==> src/rtl/seq_tail_light_ctrl_if.sv <==
// Signal bundle between the switch debouncers and the tail-light controller.
// The requests are plain levels with no valid/ready handshake. Each request is sampled on every clock edge.
interface seq_tail_light_ctrl_if #(
    parameter int LAMPS = 3
);
    logic             left;
    logic             right;
    logic             hazard;
    logic             brake;
    logic [LAMPS-1:0] l_lamp;
    logic [LAMPS-1:0] r_lamp;
    logic             busy;
    logic [2:0]       dbg_state;

    modport master (
        output left, right, hazard, brake,
        input  l_lamp, r_lamp, busy, dbg_state
    );

    modport slave (
        input  left, right, hazard, brake,
        output l_lamp, r_lamp, busy, dbg_state
    );
endinterface

==> src/rtl/seq_tail_light_ctrl.sv <==
// Sequential tail-light controller: left/right/dual thermometer sweeps plus hazard flash.
// Optional brake overlay is built only when TBIRD_BRAKE_EN is defined.
module seq_tail_light_ctrl #(
    parameter int LAMPS    = 3,
    parameter int TICK_DIV = 4
) (
    input  logic                  clk,
    input  logic                  reset,
    seq_tail_light_ctrl_if.slave  bus
);
    localparam int SW = $clog2(LAMPS + 1);
    localparam int TW = (TICK_DIV > 1) ? $clog2(TICK_DIV) : 1;

    localparam logic [2:0] IDLE  = 3'd0;
    localparam logic [2:0] LEFT  = 3'd1;
    localparam logic [2:0] RIGHT = 3'd2;
    localparam logic [2:0] BOTH  = 3'd3;
    localparam logic [2:0] DARK  = 3'd4;
    localparam logic [2:0] HAZ   = 3'd5;

    logic [2:0]       state_q, state_d;
    logic [SW-1:0]    step_q, step_d;
    logic [TW-1:0]    tick_q, tick_d;
    logic             haz_on_q, haz_on_d;
    logic [LAMPS-1:0] l_lamp_q, l_lamp_d;
    logic [LAMPS-1:0] r_lamp_q, r_lamp_d;
    logic             busy_q, busy_d;
    logic [LAMPS-1:0] therm;
    logic             tick_end;

    assign tick_end = (tick_q == TW'(TICK_DIV - 1));

    always_comb begin
        state_d  = state_q;
        step_d   = step_q;
        tick_d   = tick_q;
        haz_on_d = haz_on_q;
        case (state_q)
            IDLE: begin
                tick_d   = '0;
                step_d   = '0;
                haz_on_d = 1'b0;
                if (bus.hazard) begin
                    state_d  = HAZ;
                    haz_on_d = 1'b1;
                end else if (bus.left && bus.right) begin
                    state_d = BOTH;
                    step_d  = SW'(1);
                end else if (bus.left) begin
                    state_d = LEFT;
                    step_d  = SW'(1);
                end else if (bus.right) begin
                    state_d = RIGHT;
                    step_d  = SW'(1);
                end
            end
            LEFT, RIGHT, BOTH, DARK: begin
                if (bus.hazard) begin
                    state_d  = HAZ;
                    haz_on_d = 1'b1;
                    tick_d   = '0;
                    step_d   = '0;
                end else if (!tick_end) begin
                    tick_d = tick_q + TW'(1);
                end else begin
                    tick_d = '0;
                    if (state_q == DARK) begin
                        state_d = IDLE;
                    end else if (step_q == SW'(LAMPS)) begin
                        state_d = DARK;
                        step_d  = '0;
                    end else begin
                        step_d = step_q + SW'(1);
                    end
                end
            end
            HAZ: begin
                // An on-phase is always followed by an off-phase, so a dropped request never cuts a flash short.
                if (!tick_end) begin
                    tick_d = tick_q + TW'(1);
                end else begin
                    tick_d = '0;
                    if (haz_on_q) begin
                        haz_on_d = 1'b0;
                    end else if (bus.hazard) begin
                        haz_on_d = 1'b1;
                    end else begin
                        state_d = IDLE;
                    end
                end
            end
            default: begin
                state_d  = IDLE;
                step_d   = '0;
                tick_d   = '0;
                haz_on_d = 1'b0;
            end
        endcase
    end

    always_comb begin
        therm = '0;
        for (int i = 0; i < LAMPS; i++) begin
            therm[i] = (i < int'(step_d));
        end
    end

    // Lamps are decoded from the next state so that a request shows on the lamps at the same edge that accepts it.
    always_comb begin
        l_lamp_d = '0;
        r_lamp_d = '0;
        case (state_d)
            LEFT:  l_lamp_d = therm;
            RIGHT: r_lamp_d = therm;
            BOTH: begin
                l_lamp_d = therm;
                r_lamp_d = therm;
            end
            HAZ: begin
                l_lamp_d = {LAMPS{haz_on_d}};
                r_lamp_d = {LAMPS{haz_on_d}};
            end
            default: ;
        endcase
`ifdef TBIRD_BRAKE_EN
        if (bus.brake) begin
            case (state_d)
                IDLE, DARK: begin
                    l_lamp_d = '1;
                    r_lamp_d = '1;
                end
                LEFT:    r_lamp_d = '1;
                RIGHT:   l_lamp_d = '1;
                default: ;
            endcase
        end
`endif
        busy_d = (state_d != IDLE);
    end

`ifndef TBIRD_BRAKE_EN
    logic unused_brake;
    assign unused_brake = bus.brake;
`endif

    always_ff @(posedge clk or posedge reset) begin
        if (reset) begin
            state_q  <= IDLE;
            step_q   <= '0;
            tick_q   <= '0;
            haz_on_q <= 1'b0;
            l_lamp_q <= '0;
            r_lamp_q <= '0;
            busy_q   <= 1'b0;
        end else begin
            state_q  <= state_d;
            step_q   <= step_d;
            tick_q   <= tick_d;
            haz_on_q <= haz_on_d;
            l_lamp_q <= l_lamp_d;
            r_lamp_q <= r_lamp_d;
            busy_q   <= busy_d;
        end
    end

    assign bus.l_lamp    = l_lamp_q;
    assign bus.r_lamp    = r_lamp_q;
    assign bus.busy      = busy_q;
    assign bus.dbg_state = state_q;
endmodule

==> src/flat_wrapper.sv <==
// flat-port wrapper written by rule: the top's interface ports become plain ports
module seq_tail_light_ctrl_flat 
#(
    parameter int LAMPS    = 3,
    parameter int TICK_DIV = 4
)
  (clk, reset, bus_left, bus_right, bus_hazard, bus_brake, bus_l_lamp, bus_r_lamp, bus_busy, bus_dbg_state);
  seq_tail_light_ctrl_if #(.LAMPS(LAMPS)) bus_i ();
  input  logic clk;
  input  logic reset;
  input wire logic [$bits(bus_i.left)-1:0] bus_left;
  input wire logic [$bits(bus_i.right)-1:0] bus_right;
  input wire logic [$bits(bus_i.hazard)-1:0] bus_hazard;
  input wire logic [$bits(bus_i.brake)-1:0] bus_brake;
  output wire logic [$bits(bus_i.l_lamp)-1:0] bus_l_lamp;
  output wire logic [$bits(bus_i.r_lamp)-1:0] bus_r_lamp;
  output wire logic [$bits(bus_i.busy)-1:0] bus_busy;
  output wire logic [$bits(bus_i.dbg_state)-1:0] bus_dbg_state;
  assign bus_i.left = bus_left;
  assign bus_i.right = bus_right;
  assign bus_i.hazard = bus_hazard;
  assign bus_i.brake = bus_brake;
  assign bus_l_lamp = bus_i.l_lamp;
  assign bus_r_lamp = bus_i.r_lamp;
  assign bus_busy = bus_i.busy;
  assign bus_dbg_state = bus_i.dbg_state;
  seq_tail_light_ctrl #(.LAMPS(LAMPS), .TICK_DIV(TICK_DIV)) u_core (.clk(clk), .reset(reset), .bus(bus_i));
endmodule
==> config.mk <==
export PLATFORM = sky130hd
export DESIGN_NAME = seq_tail_light_ctrl_flat
export DESIGN_NICKNAME = d
export VERILOG_FILES = /design/src/rtl/seq_tail_light_ctrl_if.sv /design/src/rtl/seq_tail_light_ctrl.sv /design/src/flat_wrapper.sv
export SDC_FILE = /design/constraint.sdc
export NUM_CORES = 1
export LEC_CHECK = 0
export CELL_PAD_IN_SITES_DETAIL_PLACEMENT = 2
export CELL_PAD_IN_SITES_GLOBAL_PLACEMENT = 2
export CORE_MARGIN = 1
export CORE_UTILIZATION = 27
export DETAILED_ROUTE_END_ITERATION = 6
export PLACE_DENSITY = 0.78
export SLEW_MARGIN = 5
export SYNTH_ARGS = -nofsm -noshare
export SYNTH_HDL_FRONTEND = slang
export SYNTH_SLANG_ARGS = --single-unit
==> constraint.sdc <==
create_clock -name clk -period 1.49 [get_ports clk]
set_input_delay 0.149 -clock clk [delete_from_list [all_inputs] [get_ports clk]]
set_output_delay 0.149 -clock clk [all_outputs]
set_load 0.01 [all_outputs]
# ---- Yosys cells after proc, flatten, opt, wreduce, memory -nomap -nowiden
# Cells that the tools add are included.
dict set report totals {
  out_inout_bits 10
  reg_bits 15
  input_bits 6
  word_cells 60
}
dict set report classes {
  order_cmp 3
  n_reduce_logical 6
  muxes 31
  n_addsub 2
  eq_ne 11
}
# operator count
set ops {}
lappend ops {{$mux 3} 11}
lappend ops {{$mux 2} 9}
lappend ops {{$eq 3x2->1 const B} 4}
lappend ops {{$pmux 3 s2} 2}
lappend ops {{$eq 3x3->1 const B} 3}
lappend ops {{$pmux 3 s3} 1}
lappend ops {{$eq 3x1->1 const B} 2}
lappend ops {{$pmux 2 s3} 1}
lappend ops {{$mux 1} 5}
lappend ops {{$add 2x1->2 const B} 2}
lappend ops {{$eq 2x2->1 const B} 2}
lappend ops {{$lt 1x2->1 const A} 2}
lappend ops {{$pmux 2 s2} 1}
lappend ops {{$reduce_or 2->1} 2}
lappend ops {{$reduce_or 4->1} 1}
lappend ops {{$logic_not 3->1} 1}
lappend ops {{$pmux 1 s3} 1}
lappend ops {{$reduce_bool 3->1} 1}
lappend ops {{$lt 2x2->1 const A} 1}
lappend ops {{$logic_and 1x1->1} 1}

# ---- Logic depth before layout (Yosys ltp)
# Gate-level depths: netlist of the first run.
dict set report logic_depth {
  word_depth 9
  ltp_mapped 7
  depth_no_buf 7
}

# ---- Least setup slack after synthesis of the first run
# OpenSTA, ideal clock, no wires.
dict set report synth_path {
  kind {register to register}
  from {register u_core.state_q[0] (netlist: u_core.bus.dbg_state[0])}
  to {register u_core.r_lamp_q[0] (netlist: u_core.bus.r_lamp[0])}
  n_path_buf 1
  setup_slack_ps -148
  setup_time_ps 128
  stages_incl_launch_ff 7
  arrival_time_ps 1510
  t_required_ps 1362
  cell_sequence {dfrtp_1 -> buf_6 -> or4_1 -> o311a_2 -> a21oi_4 -> nor2b_2 -> o31ai_1}
}
dict set report synth_via {
  elab_chain_cells 8
  word_cells_on_any_way 30
  cone_classes {order compare (1); eq/ne (8); mux (18); reduce/logical (3)}
}
# item line_no
set synth_rtl {}
lappend synth_rtl {{start, declared} seq_tail_light_ctrl.sv:21} ;# logic [2:0] state_q, state_d;
lappend synth_rtl {{start signal, assigned} seq_tail_light_ctrl.sv:156} ;# state_q <= state_d;
lappend synth_rtl {{$eq 3x3->1 (tied with other cells)} {seq_tail_light_ctrl.sv:38, seq_tail_light_ctrl.sv:67}}
lappend synth_rtl {{$mux 3 (on tied branches)} {seq_tail_light_ctrl.sv:67, seq_tail_light_ctrl.sv:49}}
lappend synth_rtl {{$mux 3 (on tied branches)} {seq_tail_light_ctrl.sv:63, seq_tail_light_ctrl.sv:46}}
lappend synth_rtl {{$mux 3 (on tied branches)} {seq_tail_light_ctrl.sv:58, seq_tail_light_ctrl.sv:43}}
lappend synth_rtl {{$pmux 3 s3} seq_tail_light_ctrl.sv:38} ;# case (state_q)
lappend synth_rtl {{$eq 3x2->1} seq_tail_light_ctrl.sv:112} ;# case (state_d)
lappend synth_rtl {{$reduce_or 2->1 (no source line)} -}
lappend synth_rtl {{$pmux 3 s2 *} seq_tail_light_ctrl.sv:112}
lappend synth_rtl {{via u_core.r_lamp_d[0]} seq_tail_light_ctrl.sv:26} ;# logic [LAMPS-1:0] r_lamp_q, r_lamp_d;
lappend synth_rtl {{end signal, assigned} seq_tail_light_ctrl.sv:161} ;# r_lamp_q <= r_lamp_d;
lappend synth_rtl {{end, declared} seq_tail_light_ctrl.sv:26}
# The timed path passes the listed nets; every way through them passes the cells marked *.

# ---- Final worst setup path of the first run
dict set report layout_path {
  from {register u_core.state_q[1] (netlist: u_core.bus.dbg_state[1])}
  to {register u_core.r_lamp_q[0] (netlist: u_core.bus.r_lamp[0])}
}
# Same word-level chain as after synthesis.

==> impl_results.md, run 1 <==
- TritonCTS clock tree: done
- Die Wd: 54.91 µm
- Grt total ovfl: 0
- Data arrival time of the critical path: 1820 ps
- Worst hold path class: input pin to async pin
- Worst slew pin tran: 389.2 ps
- Worst Path Required: 1690 ps
- Run status: complete, but fails checks
- Dpl hpwl: 2.017 mm
- Fmax: 614.4 MHz
- Post-layout util: 51.32%
- Syn Area/Cell: 10.21 µm²
- FP Rows: 18
- ANT nets after route: 0
- Sequential share of the synthesized area: 49.67%
- Worst slew margin: 74.03%
- Worst slack, placed: -294.3 ps
- Routed vias: 765
- Area growth syn-to-layout: 74.34%
- Drt wl/cell: 19.56 µm
- Via density: 5.204
- Port Buf Inserts: 14
- Pre-Repair DR Iteration Count: 4
- Initial antenna violation count: 0
- RSZ-0062 raised after global routing: yes
- Pwr Total: 2.472 mW
- Max-cap violation count: 0
- CORE AREA: 2567 µm²
- Yosys warnings: 0
- Root buf cell: clkbuf_4
- Mapped Area: 755.7 µm²
- Kind of critical path: flop to flop
- TritonCTS Sinks: 15
- Power Density: 1876 nW/µm²
- Max VDD drop: 0.001131 V
- Ports: 16
- Final setup fails: 8
- Max-slew violation count: 0
- CTS Buffer Depth: 2
- Reg2reg setup slack: -140 ps
- DRC: 0
- Post-layout net count: 126
- Drt total wl: 2.875 mm
- Post-synth EDFFs: 0
- Setup crit start kind: flop
- CP endpoint kind: flop
- Final min period: 1627 ps
- Fin crit share: 109.2%
- Most frequent cells in the layout: buf_4 (23), dfrtp_1 (13), clkdlybuf4s50_1 (11)
- Asr flop ratio synth: 100.0%
- GRT Total Usage: 21.74%
- CP Max Fanout: 5
- Worst setup margin: -137.5 ps
- ANT cells: 0
- Mapped Cells: 74
- Final Hold Fails: 0
- Largest net degree at the start of global routing: 10
- Vias in the first global route: 867
- Initial Utilization: 29.43%
- # hold bufs at CTS: 0
- Most common cell after layout, fill and taps aside: buf_4
- Fill cells: 256
- H-tree levels: 1
- Setup TNS: -647.9 ps
- Leak: 0.5754 nW
- Failing checks: negative setup slack
- Seq cells post-synth: 15
- Clk_skew: 7.619 ps
- Worst-Skew Late Latency: 300 ps
- Worst hold slack: 114.5 ps
- RD Place Congestion: 0.7746
- Die H: 54.91 µm
- Num CTS Buffers: 3
- Global-route wire length before repair: 4.367 mm
- DR iter-0 viols: 3
- Die area: 3015 µm²
- Mapped Nets: 82
- Distinct cells, synth: 35
- Layout cell share with drive strength beyond 1: 53.85%
- Primary FF master, synth: dfrtp_1
- Worst-path clk slew: 100 ps
-- per-layer routing --
layer	global-route usage (%)	vias up	wire length, µm
li1	-	352	-
met5	0	-	0
met4	12.50	0	64
met3	3.279	6	83
met1	24.87	391	1184
met2	38.15	16	1542
-- synth_stat cells (2+ instances only) --
cell type,count,area [µm²]
dfrtp_1,15,375.4
a31oi_1,2,12.51
o21ai_0,2,10.01
inv_1,4,15.01
nand2b_1,3,18.77
a21oi_1,3,15.01
nand2_1,10,37.54
nor2_1,5,18.77
nand3_1,2,10.01
or3_1,2,12.51
ha_1,2,25.02
-- stage by stage --
| step | cell area (µm²) | cells |
|---|---|---|
| floorplan | 795.8 | 74 |
| global placement | 1101 | 136 |
| detailed placement | 1101 | 136 |
| CTS | 1266 | 145 |
| global route | 1318 | 147 |
| finish | 1318 | 147 |
-- flip-flops by register name, summed over array words and instances (netlist names) --
register	count
u_core.bus.busy	1
u_core.bus.dbg_state	3
u_core.bus.l_lamp	3
u_core.bus.r_lamp	3
u_core.haz_on_q	1
u_core.step_q	2
u_core.tick_q	2
-- critical path, stage by stage (launching register included) --
cell     delay [ps]
dfrtp_2         460
or4_4           520
o311a_4         140
a21oi_4         170
nor2b_4         170
o31ai_2          60
-- logic make-up after synthesis --
family | count (synthesis) | share of synthesized area (%)
buf+inv | 7 | 4.634
compound gates | 19 | 19.54
simple gates | 30 | 21.53
flops | 15 | 49.67
mux | 1 | 1.325
fa+ha+maj | 2 | 3.311
-- where the power goes --
part / internal [mW] / switching, mW
combinational: 0.804 / 0.734
clock: 0.100 / 0.152
sequential: 0.564 / 0.118
-- worst paths after layout --
check                                            endpoint  depth (start not counted)                               from
setup / recovery           u_core.bus.r_lamp[0]$_DFF_PP0_                          5  u_core.bus.dbg_state[1]$_DFF_PP0_
max in group asynchronous  u_core.bus.l_lamp[0]$_DFF_PP0_                          3                              reset
min in group clk               u_core.tick_q[0]$_DFF_PP0_                          2         u_core.tick_q[0]$_DFF_PP0_
hold / removal                  u_core.haz_on_q$_DFF_PP0_                          2                              reset
hold reg to reg                u_core.tick_q[0]$_DFF_PP0_                          2         u_core.tick_q[0]$_DFF_PP0_
setup reg to reg           u_core.bus.r_lamp[0]$_DFF_PP0_                          5  u_core.bus.dbg_state[1]$_DFF_PP0_
-- cell type report --
class	count	area, µm²	area share [%]
multi-input combinational	52	500.5	37.99
sequential	15	377.9	28.68
timing repair buffer	41	355.3	26.97
tap	30	37.54	2.849
clock buffer	3	22.52	1.709
inverter	5	18.77	1.425
clock inverter	1	5.005	0.3799
-- repair_timing --
action | in CTS | in global routing
pin swaps | 6 | 1
gates resized for setup | 24 | 9
setup buffers | 5 | 2
endpoints found under the setup margin | 11 | 9
No activity file was read; power rests on OpenSTA's default activity.
==> run 2: changes to the inputs <==
--- a/config.mk
+++ b/config.mk
@@ -10,6 +10,7 @@
 export CORE_MARGIN = 1
 export CORE_UTILIZATION = 27
 export DETAILED_ROUTE_END_ITERATION = 6
+export GPL_TIMING_DRIVEN = 0
 export PLACE_DENSITY = 0.78
 export SLEW_MARGIN = 5
 export SYNTH_ARGS = -nofsm -noshare
==> impl_results.md, run 2 (synthesis results as in run 1) <==
- Final Hold Fails: 0 (unchanged)
- CP endpoint kind: flop
- Power Density: 1951 nW/µm² (+4.0%)
- Data arrival time of the critical path: 1860 ps (+40 ps)
- Area of the multi-input gates: 534.3 µm² (+6.7%)
- Fmax: 591.5 MHz (-3.7%)
- Area growth syn-to-layout: 85.93%
- Initial Utilization: 29.43% (unchanged)
- Grt total ovfl: 0 (unchanged)
- Drt wl/cell: 19.85 µm (+1.5%)
- Die area: 3015 µm² (unchanged)
- Setup crit start kind: flop
- Max VDD drop: 0.001216 V (+7.5%)
- Leak: 0.6193 nW (+7.6%)
- Worst slew pin tran: 584.9 ps (+195.7 ps)
- Final min period: 1691 ps (+63.12 ps)
- Fin area: 1405 µm² (+6.6%)
- CP delay by family, top: simple AND/OR/NAND/NOR gates
- Global-route wire length before repair: 4.195 mm (-3.9%)
- Max-slew violation count: 0 (unchanged)
- FP Rows: 18 (unchanged)
- Root buf cell: clkbuf_4
- Worst setup margin: -200.6 ps (-63.12 ps)
- Cell area after placement: 973.4 µm² (-12%)
- Num CTS Buffers: 3 (unchanged)
- Vias in the first global route: 833 (-3.9%)
- TritonCTS Sinks: 15 (unchanged)
- Die H: 54.91 µm (unchanged)
- Most frequent cells in the layout: buf_4 (18), dfrtp_1 (14), clkdlybuf4s50_1 (11)
- GRT Total Usage: 20.85% (-0.89 points)
- Layout cell share with drive strength beyond 1: 53.78% (-0.065 points)
- Worst path buffer plus inverter count: 0 (unchanged)
- Largest net degree at the start of global routing: 16 (+6)
- Worst hold path class: input pin to async pin
- Worst Path Required: 1660 ps (-30 ps)
- Fin crit share: 113.5% (+4.2 points)
- # hold bufs at CTS: 0 (unchanged)
- CORE AREA: 2567 µm² (unchanged)
- Met1 Usage GRT: 23.77% (-1.1 points)
- CP max-delay cell: or4_4
- Worst-path clk slew: 90 ps (about the same)
- DRC: 0 (unchanged)
- Worst slack, placed: -377.5 ps (-83.15 ps)
- DR iter-0 viols: 2 (-1)
- Max-cap violation count: 0 (unchanged)
- CTS Buffer Depth: 2 (unchanged)
- Ports: 16 (unchanged)
- RSZ-0062 raised after global routing: yes
- Dpl hpwl: 1.493 mm (-26%)
- Clk_skew: 6.076 ps (-1.543 ps)
- Met3 GRT Util: 5.464% (+2.2 points)
- Critical Path Max Stage Delay: 540 ps (+20 ps)
- GR Util met2: 40.16% (+2.0 points)
- Port Buf Inserts: 14 (unchanged)
- Final setup fails: 9 (+1)
- Sequential cell area: 376.6 µm² (-0.33%)
- Via density: 5.067 (-2.6%)
- GR peak layer: met2
- Pre-Repair DR Iteration Count: 3 (-1)
- Routed vias: 755 (-1.3%)
- Worst slew margin: 60.96% (-13 points)
- TritonCTS clock tree: done
- ANT cells: 0 (unchanged)
- Critical path, cell by cell: or4_4, o311a_4, a21oi_4, nor2b_4, o31ai_2
- ANT nets after route: 0 (unchanged)
- Worst-Skew Late Latency: 280 ps (-20 ps)
- Setup TNS: -1151 ps (-503.2 ps)
- Post-layout net count: 128 (+1.6%)
- Drt total wl: 2.957 mm (+2.9%)
- Initial antenna violation count: 0 (unchanged)
- Die Wd: 54.91 µm (unchanged)
- Kind of critical path: flop to flop
- Run status: complete, but fails checks
- Most common cell after layout, fill and taps aside: buf_4
- RD Place Congestion: 0.7206 (-7.0%)
- Failing checks: negative setup slack
- H-tree levels: 1 (unchanged)
- Fill cells: 246 (-3.9%)
- CP Max Fanout: 5 (unchanged)
[run 2: cell types whose count changed in the layout (fill, tap and decap cells not counted), sizes merged]
cell	change
dlymetal6s2s	+2
clkinv	-1
buf	+2
clkbuf	+1
dlygate4sd2	-1
clkdlybuf4s15	-1
[run 2: layer usage]
layer / vias to the layer above / part of all wire, %
met1: 383 / 39
met3: 2 / 3.4
met4: 0 / 0.54
li1: 356 / -
met5: - / 0
met2: 14 / 57
[run 2: power by group]
part	leakage [nW]	switching (mW)	total [mW]	internal [mW]
Sequential	0.181	0.0937	0.655	0.562
Clock	0.0150	0.127	0.231	0.104
Combinational	0.424	0.859	1.86	0.996
Total	0.619	1.08	2.74	1.66
[run 2: path summary, 6_finish.rpt]
check	endpoint	from	cells after the start	slack (ps)
worst min register to register	u_core.step_q[1]$_DFF_PP0_	u_core.step_q[1]$_DFF_PP0_	1	620
worst min-delay path	u_core.bus.dbg_state[0]$_DFF_PP0_	reset	2	240
worst max register to register	u_core.bus.r_lamp[0]$_DFF_PP0_	u_core.bus.dbg_state[1]$_DFF_PP0_	5	-200
min in group clk	u_core.haz_on_q$_DFF_PP0_	bus_hazard	3	490
max in group asynchronous	u_core.bus.dbg_state[1]$_DFF_PP0_	reset	2	830
worst max-delay path	u_core.bus.r_lamp[0]$_DFF_PP0_	u_core.bus.dbg_state[1]$_DFF_PP0_	5	-200
[run 2: repair_timing]
action,CTS,global route
setup endpoints to repair,9,11
hold endpoints to repair,0,0
gates resized for setup,26,16
buffers inserted,16,12
pin swaps,5,7
[run 2: area by class of cell]
| class | count | share of cell area (%) |
|---|---|---|
| clock buffer | 4 | 1.870 |
| timing repair buffer | 41 | 27.69 |
| multi-input combinational | 52 | 38.02 |
| inverter | 5 | 1.336 |
| tap | 30 | 2.671 |
| buffer | 2 | 1.603 |
| sequential | 15 | 26.80 |
[run 2: metrics by stage]
| step | cells | hold slack, ps | utilization [%] | total power [mW] |
|---|---|---|---|---|
| after floorplan | 74 | 50.41 | - | 1.296 |
| after global placement | 118 | 537.5 | 37.91 | 1.631 |
| after detailed placement | 118 | 587.9 | 37.91 | 1.683 |
| after CTS | 138 | 271.4 | 48.49 | 2.379 |
| after global routing | 149 | 295.8 | 54.73 | 2.917 |
| final | 149 | 241.9 | 54.73 | 2.741 |
